`src/rtl/method_drv_pkg.sv`:
```
// ============================================================================
//  Module      : method_drv_pkg
//  Description : Shared types and constants for the method-port driver.
//  Revision    : 1.0 - initial release
// ============================================================================
`default_nettype none

package method_drv_pkg;

    localparam int unsigned c_DEF_WIDTH   = 6;
    localparam int unsigned c_DEF_TIMEOUT = 15;

    typedef enum logic [2:0] {
        ST_IDLE   = 3'd0,
        ST_START  = 3'd1,
        ST_RESULT = 3'd2,
        ST_CHECK  = 3'd3,
        ST_RESP   = 3'd4
    } state_e;

    typedef struct packed {
        logic [c_DEF_WIDTH-1:0] result;
        logic [c_DEF_WIDTH-1:0] check;
        logic                   timeout;
    } rsp_t;

    // States in which the driver is blocked on a callee RDY.
    function automatic logic is_wait_state(input state_e st);
        return (st == ST_START) || (st == ST_RESULT) || (st == ST_CHECK);
    endfunction

endpackage

`default_nettype wire

```
`src/rtl/method_wait_timer.sv`:
```
// ============================================================================
//  Module      : method_wait_timer
//  Description : 8-bit RDY wait counter; flags the cycle whose miss aborts.
//  Revision    : 1.0 - initial release
// ============================================================================
`default_nettype none

module method_wait_timer
    import method_drv_pkg::*;
#(
    parameter int TIMEOUT = c_DEF_TIMEOUT
) (
    input  logic clk,
    input  logic rst,
    input  logic i_clear,
    input  logic i_count_en,
    output logic o_expired
);

    localparam logic [7:0] c_LAST = 8'(TIMEOUT - 1);

    logic [7:0] count_q;
    logic [7:0] count_d;

    always_comb begin
        count_d = count_q;
        if (i_clear) begin
            count_d = 8'd0;
        end else if (i_count_en) begin
            count_d = count_q + 8'd1;
        end
    end

    always_ff @(posedge clk) begin
        if (rst) begin
            count_q <= 8'd0;
        end else begin
            count_q <= count_d;
        end
    end

    // Expiry fires on the miss that would bring the count up to TIMEOUT.
    assign o_expired = i_count_en && (count_q == c_LAST);

endmodule

`default_nettype wire

```
`src/rtl/method_port_driver.sv`:
```
// ============================================================================
//  Module      : method_port_driver
//  Description : Sequences start/result/check method calls per command.
//  Revision    : 1.0 - initial release
// ============================================================================
`default_nettype none

module method_port_driver
    import method_drv_pkg::*;
#(
    parameter int WIDTH   = c_DEF_WIDTH,
    parameter int TIMEOUT = c_DEF_TIMEOUT
) (
    input  logic             CLK,
    input  logic             RST,
    input  logic             cmd_valid,
    output logic             cmd_ready,
    input  logic [WIDTH-1:0] cmd_a,
    input  logic [WIDTH-1:0] cmd_b,
    input  logic [WIDTH-1:0] cmd_c,
    input  logic [WIDTH-1:0] cmd_d,
    output logic [WIDTH-1:0] start_Sta,
    output logic [WIDTH-1:0] start_Stb,
    output logic             EN_start,
    input  logic             RDY_start,
    output logic [WIDTH-1:0] result_Stc,
    input  logic [WIDTH-1:0] result,
    input  logic             RDY_result,
    output logic [WIDTH-1:0] check_Std,
    output logic             EN_check,
    input  logic [WIDTH-1:0] check,
    input  logic             RDY_check,
    output logic             rsp_valid,
    input  logic             rsp_ready,
    output logic [WIDTH-1:0] rsp_result,
    output logic [WIDTH-1:0] rsp_check,
    output logic             rsp_timeout,
    output logic [7:0]       txn_count
);

    state_e           state_q,   state_d;
    logic [WIDTH-1:0] a_q,       a_d;
    logic [WIDTH-1:0] b_q,       b_d;
    logic [WIDTH-1:0] c_q,       c_d;
    logic [WIDTH-1:0] d_q,       d_d;
    logic [WIDTH-1:0] res_q,     res_d;
    logic [WIDTH-1:0] chk_q,     chk_d;
    logic             tmo_q,     tmo_d;
    logic [7:0]       cnt_q,     cnt_d;

    logic w_awaited_rdy;
    logic w_count_en;
    logic w_clear;
    logic w_expired;

    always_comb begin
        w_awaited_rdy = 1'b0;
        case (state_q)
            ST_START:  w_awaited_rdy = RDY_start;
            ST_RESULT: w_awaited_rdy = RDY_result;
            ST_CHECK:  w_awaited_rdy = RDY_check;
            default:   w_awaited_rdy = 1'b0;
        endcase
        w_count_en = is_wait_state(state_q) && !w_awaited_rdy;
    end

    // Any state change restarts the wait budget for the next RDY.
    assign w_clear = (state_d != state_q);

    method_wait_timer #(
        .TIMEOUT    (TIMEOUT)
    ) u_wait_timer (
        .clk        (CLK),
        .rst        (RST),
        .i_clear    (w_clear),
        .i_count_en (w_count_en),
        .o_expired  (w_expired)
    );

    always_comb begin
        state_d    = state_q;
        a_d        = a_q;
        b_d        = b_q;
        c_d        = c_q;
        d_d        = d_q;
        res_d      = res_q;
        chk_d      = chk_q;
        tmo_d      = tmo_q;
        cnt_d      = cnt_q;
        cmd_ready  = 1'b0;
        start_Sta  = '0;
        start_Stb  = '0;
        EN_start   = 1'b0;
        result_Stc = '0;
        check_Std  = '0;
        EN_check   = 1'b0;
        rsp_valid  = 1'b0;

        case (state_q)
            ST_IDLE: begin
                cmd_ready = 1'b1;
                if (cmd_valid) begin
                    a_d     = cmd_a;
                    b_d     = cmd_b;
                    c_d     = cmd_c;
                    d_d     = cmd_d;
                    res_d   = '0;
                    chk_d   = '0;
                    tmo_d   = 1'b0;
                    state_d = ST_START;
                end
            end
            ST_START: begin
                start_Sta = a_q;
                start_Stb = b_q;
                EN_start  = RDY_start;
                if (RDY_start) begin
                    state_d = ST_RESULT;
                end else if (w_expired) begin
                    tmo_d   = 1'b1;
                    state_d = ST_RESP;
                end
            end
            ST_RESULT: begin
                result_Stc = c_q;
                if (RDY_result) begin
                    res_d   = result;
                    state_d = ST_CHECK;
                end else if (w_expired) begin
                    tmo_d   = 1'b1;
                    state_d = ST_RESP;
                end
            end
            ST_CHECK: begin
                check_Std = d_q;
                EN_check  = RDY_check;
                if (RDY_check) begin
                    chk_d   = check;
                    state_d = ST_RESP;
                end else if (w_expired) begin
                    tmo_d   = 1'b1;
                    state_d = ST_RESP;
                end
            end
            ST_RESP: begin
                rsp_valid = 1'b1;
                if (rsp_ready) begin
                    cnt_d   = cnt_q + 8'd1;
                    state_d = ST_IDLE;
                end
            end
            default: begin
                state_d = ST_IDLE;
            end
        endcase
    end

    always_ff @(posedge CLK) begin
        if (RST) begin
            state_q <= ST_IDLE;
            a_q     <= '0;
            b_q     <= '0;
            c_q     <= '0;
            d_q     <= '0;
            res_q   <= '0;
            chk_q   <= '0;
            tmo_q   <= 1'b0;
            cnt_q   <= 8'd0;
        end else begin
            state_q <= state_d;
            a_q     <= a_d;
            b_q     <= b_d;
            c_q     <= c_d;
            d_q     <= d_d;
            res_q   <= res_d;
            chk_q   <= chk_d;
            tmo_q   <= tmo_d;
            cnt_q   <= cnt_d;
        end
    end

    assign rsp_result  = res_q;
    assign rsp_check   = chk_q;
    assign rsp_timeout = tmo_q;
    assign txn_count   = cnt_q;

endmodule

`default_nettype wire
```
`config.mk`:
```
export PLATFORM = sky130hd
export DESIGN_NAME = method_port_driver
export DESIGN_NICKNAME = d
export VERILOG_FILES = /design/src/rtl/method_drv_pkg.sv /design/src/rtl/method_wait_timer.sv /design/src/rtl/method_port_driver.sv
export SDC_FILE = /design/constraint.sdc
export NUM_CORES = 1
export LEC_CHECK = 0
export CORE_MARGIN = 10
export CORE_UTILIZATION = 50
export CTS_BUF_LIST = sky130_fd_sc_hd__clkbuf_8
export CTS_CLUSTER_SIZE = 30
export DETAILED_ROUTE_END_ITERATION = 8
export GPL_ROUTABILITY_DRIVEN = 0
export PLACE_DENSITY = 0.95
export SYNTH_ARGS = -nofsm -noshare
export SYNTH_HDL_FRONTEND = slang
export SYNTH_HIERARCHICAL = 1
export SYNTH_SLANG_ARGS = --single-unit
```
`constraint.sdc`:
```
create_clock -name CLK -period 5.38 [get_ports CLK]
set_input_delay 1.076 -clock CLK [delete_from_list [all_inputs] [get_ports CLK]]
set_output_delay 1.076 -clock CLK [all_outputs]
set_load 0.005 [all_outputs]
```
**Word level (Yosys, flattened, before mapping)**

Cells that the tools add are included.

- Add/subtract/negate cells: 2
- $mul: 0
- Divide/modulo/power cells: 0
- $lt $le $gt $ge: 0
- Eq/ne operators: 12
- Shift-type cells: 0
- Mux-type cells: 27
- Bitwise logic cells: 0
- Reduce and logical (&&, ||, !) cells: 15

Operators with widths:

| operator | number |
|---|---|
| $mux 6 | 7 |
| $pmux 6 s2 | 2 |
| $mux 3 | 6 |
| $add 8x1->8 const B | 2 |
| $pmux 3 s5 | 1 |
| $ne 2x2->1 const B | 6 |
| $mux 1 | 9 |
| $eq 8x4->1 const B | 1 |
| $eq 3x2->1 const B | 2 |
| $reduce_and 3->1 | 2 |
| $reduce_and 5->1 | 1 |
| $pmux 1 s4 | 1 |
| $reduce_and 2->1 | 2 |
| $reduce_bool 2->1 | 2 |
| $reduce_bool 4->1 | 1 |
| $eq 3x1->1 const B | 1 |
| $eq 3x3->1 const B | 1 |
| $logic_not 3->1 | 1 |
| $ne 3x3->1 | 1 |
| $pmux 1 s3 | 1 |
| $logic_and 1x1->1 | 2 |
| $logic_or 1x1->1 | 2 |
| $reduce_or 2->1 | 1 |
| $logic_not 1->1 | 1 |

- Register bits after elaboration: 56
- Bits in latches: 0
- Bits in writable memories: 0
- ROM bits: 0
- Output and inout port bits: 49
- Logic and storage cells: 66
- Memories kept: 0

**Logic depth before layout (Yosys ltp)**

Gate-level depths: netlist of the first run.

- Depth in word-level cells: 10
- Gate-level depth with buffers: 12

**Cells and area by module**

The synthesis of the first run kept the hierarchy.

By module, submodules not included:

| module | times used | cells an instance | area an instance (sq um) |
|---|---|---|---|
| method_port_driver | 1 | 265 | 2180.8 |
| method_wait_timer | 1 | 43 | 380.4 |

**Worst setup path before layout of the first run**

OpenSTA, ideal clock, no wires.

- Path kind: input to register
- Start: in RDY_result
- End: reg u_wait_timer.count_q[1]
- Setup time: 0.086 ns
- Data arrival time: 2.990 ns
- Required time: 5.294 ns
- Path slack: 2.305 ns
- Stages on the path: 11
- Buffers on the path: 3
- Path through: buf_2 -> nor2b_1 -> o2bb2ai_1 -> buf_4 -> nand4b_1 -> nor4_1 -> or3_1 -> a211o_1 -> or2_2 -> clkbuf_1 -> a211oi_1

- Cells in the longest elaborated chain, start to end: 9
- Elaborated cells on any way between the ends: 11
- Those cells by class: eq/ne: 1; mux: 6; reduce/logical: 4

Ends and longest elaborated chain:

| what | RTL line | source |
|---|---|---|
| from (decl) | method_port_driver.sv:28 | `input logic RDY_result,` |
| $pmux 1 s3 * | method_port_driver.sv:58 | `case (state_q)` |
| $logic_not 1->1 * | method_port_driver.sv:64 | `w_count_en = is_wait_state(state_q) && !w_awaited_rdy;` |
| $logic_and 1x1->1 * | method_port_driver.sv:64 |  |
| named net w_count_en | method_port_driver.sv:52 | `logic w_count_en;` |
| $logic_and 1x1->1 * | method_wait_timer.sv:43 | `assign o_expired = i_count_en && (count_q == c_LAST);` |
| named net w_expired | method_port_driver.sv:54 | `logic w_expired;` |
| $mux 3 * | method_port_driver.sv:119, method_port_driver.sv:129, method_port_driver.sv:140 |  |
| $mux 3 (on tied branches) | method_port_driver.sv:137, method_port_driver.sv:117, method_port_driver.sv:126 |  |
| $pmux 3 s5 * | method_port_driver.sv:99 | `case (state_q)` |
| $ne 3x3->1 * | method_port_driver.sv:68 | `assign w_clear = (state_d != state_q);` |
| named net w_clear | method_port_driver.sv:53 | `logic w_clear;` |
| $reduce_or 2->1 (no line) * | -- |  |
| to (signal assigned) | method_wait_timer.sv:38 | `count_q <= count_d;` |
| to (decl) | method_wait_timer.sv:22 | `logic [7:0] count_q;` |

The timed path passes the listed nets; every way through them passes the cells marked *.
A chain may end at the register's enable or synchronous reset.

**Worst setup path after layout of the first run**

- Start: in RDY_check
- End: reg u_wait_timer.count_q[1]

- Cells in the longest elaborated chain, start to end: 9
- Elaborated cells on any way between the ends: 11
- Those cells by class: eq/ne: 1; mux: 6; reduce/logical: 4

Ends and longest elaborated chain:

| what | RTL line | source |
|---|---|---|
| from (decl) | method_port_driver.sv:32 | `input logic RDY_check,` |
| $pmux 1 s3 * | method_port_driver.sv:58 |  |
| $logic_not 1->1 * | method_port_driver.sv:64 |  |
| $logic_and 1x1->1 * | method_port_driver.sv:64 |  |
| named net w_count_en | method_port_driver.sv:52 |  |
| $logic_and 1x1->1 * | method_wait_timer.sv:43 |  |
| named net w_expired | method_port_driver.sv:54 |  |
| $mux 3 * | method_port_driver.sv:119, method_port_driver.sv:129, method_port_driver.sv:140 |  |
| $mux 3 (on tied branches) | method_port_driver.sv:137, method_port_driver.sv:117, method_port_driver.sv:126 |  |
| $pmux 3 s5 * | method_port_driver.sv:99 |  |
| $ne 3x3->1 * | method_port_driver.sv:68 |  |
| named net w_clear | method_port_driver.sv:53 |  |
| $reduce_or 2->1 (no line) * | -- |  |

Marks and branches as above.

==> flow_summary.ini, run 1 <==
[global_routing]
grt_pass1_vias = 2305
grt-ovfl-total = 0
grt_pass1_wl_um = 11100
grt_usage_pct = 15.7
grt_max_degree = 50
antenna_found_initial = 0

[sta]
fin_crit_sh_pct = 66.3
rsz0062_at_grt = false
max_slew_margin_pct = 29.3
setup_ws_ps = 1810
min_period_ps = 3570
finalSetupTns_ps = 0
finalMaxSlewViolations = 0
finalHoldViolations = 0
worstMarginPinSlew_ps = 1060
fin_skew_ps = 4.73
final-setup-viol-count = 0
fmax_ghz = 0.280

[logic_synthesis]
ys_top_cells_by_count = nand2_1, dfxtp_1, a21oi_1
yosysUniqueCellTypes = 47
syn_avg_cell_area_um2 = 8.32
synth_nets = 354
synth_edf_count = 0
netlist.area_leader.share_pct = 43.8
synth_ff_type = dfxtp_1
synth_area_leaders = dfxtp_1, nand2_1, a21oi_1
synthCells = 308
syn_area_um2 = 2560
synthMostInstantiatedCell = nand2_1
ys_seq_area_share_pct = 43.8
synth.ff_latch_count = 56
ys_warn_count = 6
synth_area_leader_cell = dfxtp_1
ys_async_sr_fraction_pct = 0

[power]
p_leak_nw = 1.28
switchingPower_w = 0.000204
p_comb_share_pct = 15.1
p_seq_share_pct = 55.5
total_power_w = 0.000797
powerDensity_nw_per_um2 = 226
p_sw_share_pct = 25.5
p_int_w = 0.000593
clockPowerShare_pct = 29.3
ir_worst_vdd_mv = 0.180

[clocking]
clk_pin_slew_ps = 90
post_cts_resize_count = 0
insertion_delay_ps = 300
post-cts-setup-buffer-count = 0
htreeDepth = 2
clock_sinks = 56
cts_made_buffers = 5
clockRootBuffer = clkbuf_8
tritoncts = yes
cts_hold_buf = 0
cts_buffer_depth = 2

[run_status]
status = finished, final reports clean

[die]
die_w_um = 91.6
start_util_pct = 52.8
num_rows = 25
coreArea_um2 = 4850
fp.dieH_um = 91.6
die_area_um2 = 8390
pin_count = 92

[drt]
first_iter_violations = 109
via_count = 2352
ant_nets = 0
drc_errors = 0
viasPerCell = 5.18
wl_per_cell_um = 15.1
dr.pass1.iters = 4
drt_wl_total_um = 6850

[layout]
design.final.nets = 432
fillCellCount = 368
area_growth_pct = 37.9
drive_above_1_share_pct = 10.1
antennaDiodeCount = 0

[critical_path]
end_kind = register
r2r_setup_slack_ps = 2150
cp-start-kind = primary input
crit_required_ps = 5540
cp_max_fo = 9
critPathArrivalTime_ps = 3730
setup.worst_path.class = in2reg

[placement]
portBuffers = 91
post-dp-hpwl_um = 5090
place_worst_setup_slack_ps = 1560

[worst_hold_path]
hold_path.class = reg2reg

[flow_run]
max_cap_viol_count = 0
[kinds of logic after synthesis]
family                     synth area share, %
and+or+nand+nor                           31.2
AOI/OAI and AO/OA                         13.1
adders and majority gates                 1.47
muxes                                     1.42
xor gates and xnor gates                  3.76
DFF                                       43.8
buffers and inverters                     5.28
[area by class of cell]
| cell class | count | area, µm² | share of cell area [%] |
|---|---|---|---|
| clock buffer | 6 | 82.6 | 2.34 |
| clock inverter | 2 | 10.0 | 0.283 |
| inverter | 4 | 15.0 | 0.425 |
| multi-input combinational | 227 | 1310 | 37.0 |
| sequential | 56 | 1120 | 31.8 |
| tap | 67 | 83.8 | 2.37 |
| timing repair buffer | 92 | 913 | 25.9 |
[power groups by stage]
stage | Clock [W] | Sequential, W | Combinational (W)
3_3_place_gp | 0 | 0.000451 | 0.000118
6_report | 0.000234 | 0.000443 | 0.000121
3_5_place_dp | 0 | 0.000452 | 0.000120
2_1_floorplan | 0 | 0.000446 | 0.0000753
5_1_grt | 0.000259 | 0.000445 | 0.000133
4_1_cts | 0.000240 | 0.000443 | 0.000121
[per-layer routing]
layer	wire length (µm)	track usage [%]
met5	0	0
met1	2870	18.1
met4	27	3.39
met2	3110	24.3
met3	842	9.47
[worst max-delay path: stages]
cell,delay [ps]
clkdlybuf4s50_1,480
mux2_4,290
o2bb2ai_1,530
nand4b_1,150
nor4_1,580
or3_1,240
a211o_1,120
or2_2,190
a211oi_1,70
[registers in the layout, summed over array words and instances, names as in the netlist]
name	count
rsp_check	6
d_q	6
a_q	6
c_q	6
rsp_result	6
b_q	6
u_wait_timer/count_q	8
rsp_timeout	1
txn_count	8
state_q	3
[final timing paths]
check	cells after the start	startpoint	endpoint
hold / removal	2	c_q[4]	c_q[4]
hold reg to reg	2	c_q[4]	c_q[4]
setup / recovery	9	RDY_check	u_wait_timer/count_q[1]
setup reg to reg	8	state_q[1]	u_wait_timer/count_q[1]
[placed cells by master (no fill, tap or decap), drive strengths merged, types with 3 or more instances in the layout]
| cell type | n |
|---|---|
| nand2 | 68 |
| ha | 3 |
| and3 | 8 |
| nand2b | 3 |
| o21ai | 5 |
| nand3 | 11 |
| nand4 | 11 |
| xor2 | 9 |
| and2 | 20 |
| clkdlybuf4s50 | 90 |
| nor3 | 3 |
| dfxtp | 56 |
| or3 | 4 |
| inv | 4 |
| clkbuf | 6 |
| nor2 | 19 |
| a21oi | 42 |
[through the flow]
stage	area (µm²)	utilization, %	instances	hold slack (ps)
floorplan	2560	-	308	432
global placement	3440	70.9	446	438
detailed placement	3440	70.9	446	444
CTS	3530	72.8	454	457
global route	3530	72.8	454	484
finish	3530	72.8	454	454
Power figures use the tool's default switching activity.
==> inputs of run 2 (changes only) <==
--- a/config.mk
+++ b/config.mk
@@ -6,12 +6,12 @@
 export NUM_CORES = 1
 export LEC_CHECK = 0
 export CORE_MARGIN = 10
-export CORE_UTILIZATION = 50
+export CORE_UTILIZATION = 46
 export CTS_BUF_LIST = sky130_fd_sc_hd__clkbuf_8
 export CTS_CLUSTER_SIZE = 30
 export DETAILED_ROUTE_END_ITERATION = 8
 export GPL_ROUTABILITY_DRIVEN = 0
-export PLACE_DENSITY = 0.95
+export PLACE_DENSITY = 0.92
 export SYNTH_ARGS = -nofsm -noshare
 export SYNTH_HDL_FRONTEND = slang
 export SYNTH_HIERARCHICAL = 1
==> constraint.sdc (replaced) <==
create_clock -name CLK -period 3.6 [get_ports CLK]
set_input_delay 0.72 -clock CLK [delete_from_list [all_inputs] [get_ports CLK]]
set_output_delay 0.72 -clock CLK [all_outputs]
set_load 0.005 [all_outputs]
==> run 2 against run 1 <==
Against the previous run: register-to-register slack worse by 1400 ps; cell area increased by 0.32%; largest power group unchanged; wire length rose by 1.4%; power is 51% higher; clock power increased by 53%; flip-flop and latch count did not move; sequential share of layout area is 0.10 points lower.
==> flow_summary.ini, run 2 (synthesis results as in run 1) <==
[die]
start_util_pct = 47.1
pin_count = 92
num_rows = 27
coreArea_um2 = 5440
fp.dieH_um = 94.6
die_area_um2 = 8950
die_w_um = 94.6

[clocking]
clock_sinks = 56
cts_hold_buf = 0
tritoncts = yes
htreeDepth = 2
post_cts_resize_count = 0
cts_made_buffers = 5
cts_buffer_depth = 2
clockRootBuffer = clkbuf_8
post-cts-setup-buffer-count = 0
insertion_delay_ps = 310
clk_pin_slew_ps = 100

[power]
clockPowerShare_pct = 29.8
p_seq_share_pct = 55.1
ir_worst_vdd_mv = 0.238
p_comb_share_pct = 15.1
switchingPower_w = 0.000312
p_sw_share_pct = 26.0
p_int_w = 0.000890
powerDensity_nw_per_um2 = 339
p_leak_nw = 1.28

[critical_path]
rr_worst_depth = 8
cp-start-kind = register
crit_required_ps = 2880
setup.worst_path.class = reg2out
end_kind = output port
critPathArrivalTime_ps = 2420
cp_max_fo = 25

[sta]
min_period_ps = 3140
rsz0062_at_grt = false
finalHoldViolations = 0
fin_hold_ws_ps = 455
final-setup-viol-count = 0
worstMarginPinSlew_ps = 1050
fin_crit_sh_pct = 87.2
fin_skew_ps = 6.07
finalSetupTns_ps = 0
max_slew_margin_pct = 30.1
finalMaxSlewViolations = 0
fmax_ghz = 0.319
setup_ws_ps = 461

[drt]
via_count = 2370
drc_errors = 0
drt_wl_total_um = 6950
viasPerCell = 5.16
dr.pass1.iters = 4
wl_per_cell_um = 15.1
ant_nets = 0
first_iter_violations = 109

[global_routing]
grt_pass1_vias = 2346
grt_pass1_wl_um = 11300
grt-ovfl-total = 0
grt_usage_pct = 15.5
grt_max_degree = 50
antenna_found_initial = 0

[run_status]
status = finished, final reports clean

[worst_hold_path]
hold_depth = 2
hold_path.class = reg2reg

[layout]
stdcell_count = 459
area_growth_pct = 38.3
drive_above_1_share_pct = 10.1
design.final.nets = 432
mostFrequentLayoutCell = clkdlybuf4s50_1
final_cell_mix = clkdlybuf4s50_1, nand2_1, dfxtp_1, a21oi_1, and2_1
antennaDiodeCount = 0

[placement]
portBuffers = 91
dp.cells = 451
post-dp-hpwl_um = 5210
place_worst_setup_slack_ps = 423

[flow_run]
max_cap_viol_count = 0
run 2: cell count changes in the layout (fill, tap and decap cells not counted):
cell / before / now
clkinvlp_4: 0 / 2
clkinv_2: 2 / 0
run 2: routing by layer:
layer	track usage (%)	wire [µm]	part of all wire, %
met5	0	0	0
met4	6.48	145	2.1
met1	17.5	2760	40
met3	7.30	663	9.5
met2	24.9	3380	49
run 2: cell type report:
type                    count  area, µm²
well taps                  72       90.1
repair buffers             92        913
clock inverters             2       15.0
fillers                   429       1900
flip-flops and latches     56       1120
inverters                   4       15.0
clock buffers               6       82.6
multi-input cells         227       1310
run 2: worst paths after layout:
kind | to | slack (ps) | from
setup / recovery | EN_check | 460 | state_q[1]
setup reg to reg | u_wait_timer/count_q[7] | 760 | state_q[1]
hold / removal | c_q[2] | 460 | c_q[2]
hold reg to reg | c_q[2] | 460 | c_q[2]
run 2: power by group through the flow:
stage | logic, W | clock network (W) | registers, W
2_1_floorplan | 0.000113 | 0 | 0.000666
3_3_place_gp | 0.000176 | 0 | 0.000674
3_5_place_dp | 0.000181 | 0 | 0.000676
4_1_cts | 0.000182 | 0.000369 | 0.000662
5_1_grt | 0.000201 | 0.000393 | 0.000665
6_report | 0.000182 | 0.000359 | 0.000662
run 2: worst max-delay path, stage by stage, from the launching register on:
cell             delay, ps
dfxtp_1                850
and3b_1                420
nand2_2                170
inv_2                  140
clkdlybuf4s50_1        520
run 2: stage by stage:
step	utilization (%)	total power (W)	instance area, µm²
2_1_floorplan	-	0.000779	2560
3_3_place_gp	63.3	0.000850	3440
3_5_place_dp	63.3	0.000857	3440
4_1_cts	65.1	0.00121	3540
5_1_grt	65.1	0.00126	3540
6_report	65.1	0.00120	3540
==> inputs of run 3 (changes only) <==
--- a/config.mk
+++ b/config.mk
@@ -5,13 +5,14 @@
 export SDC_FILE = /design/constraint.sdc
 export NUM_CORES = 1
 export LEC_CHECK = 0
+export ABC_CLOCK_PERIOD_IN_PS = 3600
 export CORE_MARGIN = 10
 export CORE_UTILIZATION = 46
 export CTS_BUF_LIST = sky130_fd_sc_hd__clkbuf_8
 export CTS_CLUSTER_SIZE = 30
 export DETAILED_ROUTE_END_ITERATION = 8
 export GPL_ROUTABILITY_DRIVEN = 0
-export PLACE_DENSITY = 0.92
+export PLACE_DENSITY = 0.88
 export SYNTH_ARGS = -nofsm -noshare
 export SYNTH_HDL_FRONTEND = slang
 export SYNTH_HIERARCHICAL = 1
==> run 3 against run 2 <==
Against the previous run: global-route usage shrank 0.69 points; utilization is 0.18 points higher; power down 3.3%; die area stayed put; first-iteration DRC count shrank 47%; sequential power down 0.6%; wire length shrank 4.3%; non-clock buffer count increased by 4; cell area increased by 0.28%; critical path type unchanged; critical endpoint is now start_Stb[0]; largest cell class unchanged; largest power group unchanged.
==> flow_summary.ini, run 3 (synthesis results as in run 1) <==
[layout]
design.final.nets = 436
drive_above_1_share_pct = 10.5
final_cell_mix = clkdlybuf4s50_1, nand2_1, dfxtp_1, a21oi_1, and2_1
area_growth_pct = 38.7
mostFrequentLayoutCell = clkdlybuf4s50_1
antennaDiodeCount = 0

[critical_path]
startpoint = state_q[0]
reg2reg_to = u_wait_timer/count_q[1]
setup.worst_path.class = reg2out
end_kind = output port
worst-path-buf-inv = 1
reg2reg_from = state_q[0]
cp_max_fo = 12
cp-start-kind = register
critPathArrivalTime_ps = 2260
path_cells = nand2b_4, nor2_1, and2_1, clkdlybuf4s50_1
rr_worst_depth = 8
path_depth = 4
critPathTopFamily = simple AND/OR/NAND/NOR gates
cpMaxStageDelayCell = dfxtp_1
slowest_delay_ps = 560
r2r_setup_slack_ps = 1090
crit_required_ps = 2880
setup.worst_path.end = start_Stb[0]

[clocking]
htreeDepth = 2
clock_sinks = 56
post-cts-setup-buffer-count = 0
cts_hold_buf = 0
cts_buffer_depth = 2
insertion_delay_ps = 300
clockRootBuffer = clkbuf_8
clk_pin_slew_ps = 100
cts_made_buffers = 5
post_cts_resize_count = 0
tritoncts = yes

[power]
p_leak_nw = 1.30
total_power_w = 0.00116
powerDensity_nw_per_um2 = 327
ir_worst_vdd_mv = 0.194

[die]
start_util_pct = 47.1
pin_count = 92
die_area_um2 = 8950
coreArea_um2 = 5440
num_rows = 27
die_w_um = 94.6
fp.dieH_um = 94.6

[global_routing]
grt-ovfl-total = 0
grt_max_degree = 30
grt_pass1_vias = 2327
antenna_found_initial = 0
grt_usage_pct = 14.9
grt_pass1_wl_um = 11000

[drt]
first_iter_violations = 58
wl_per_cell_um = 14.4
drt_wl_total_um = 6650
drc_errors = 0
ant_nets = 0
dr.pass1.iters = 4
via_count = 2332
viasPerCell = 5.05

[worst_hold_path]
hold_depth = 2
hold_path.class = reg2reg

[sta]
finalMaxSlewViolations = 0
rsz0062_at_grt = false
fin_crit_sh_pct = 82.7
finalHoldViolations = 0
max_slew_margin_pct = 54.0
min_period_ps = 2980
fmax_ghz = 0.336
finalSetupTns_ps = 0
worstMarginPinSlew_ps = 687
fin_skew_ps = 8.32
final-setup-viol-count = 0

[flow_run]
max_cap_viol_count = 0

[placement]
post-dp-hpwl_um = 5090
portBuffers = 91

[run_status]
status = finished, final reports clean
-- run 3: cell count changes in the layout (fill, tap and decap cells not counted) --
cell	change
clkinv_2	+1
inv_1	+1
clkinvlp_4	-2
clkbuf_8	-1
buf_4	+4
-- run 3: worst min-delay path, delay by kind of cell (launching register included) --
kind,cells,cell delay [ps]
AO/OA/AOI/OAI,1,50
flip-flops,1,320
AND/OR/NAND/NOR,1,50
-- run 3: area by class of cell --
class                           instances  area, µm²
Inverter                                4       15.0
Timing Repair Buffer                   96        943
Sequential cell                        56       1120
Multi-Input combinational cell        227       1310
Clock buffer                            5       68.8
Tap cell                               72       90.1
Fill cell                             445       1890
Clock inverter                          2       8.76
-- run 3: through the flow --
stage | util [%] | cell area [µm²] | std cells | hold slack (ps) | setup slack [ps]
after floorplan | - | 2560 | 308 | 432 | 881
after global placement | 63.9 | 3470 | 455 | 437 | 541
after CTS | 65.3 | 3550 | 462 | 456 | 606
after global routing | 65.3 | 3550 | 462 | 468 | 455
final | 65.3 | 3550 | 462 | 456 | 624
after detailed placement | 63.9 | 3470 | 455 | 442 | 414
-- run 3: metal layers --
metal | up-vias | share of wire (%) | track usage (%)
met1 | 1067 | 41 | 16.5
met3 | 7 | 11 | 8.09
met5 | - | 0 | 0
met4 | 0 | 0.90 | 2.99
li1 | 1191 | - | -
met2 | 67 | 48 | 24.7
-- run 3: worst min path at each step --
stage                        from            end  slack [ps]
finish                     d_q[3]         d_q[3]         460
detailed placement         c_q[1]         c_q[1]         440
global placement           c_q[4]         c_q[4]         440
CTS                        c_q[1]         c_q[1]         460
global route        rsp_result[4]  rsp_result[4]         470
floorplan                  a_q[5]         a_q[5]         430
-- run 3: where the power goes --
part           internal, W  switching [W]
Combinational    0.0000947      0.0000942
Sequential        0.000643      0.0000152
Clock             0.000130       0.000185
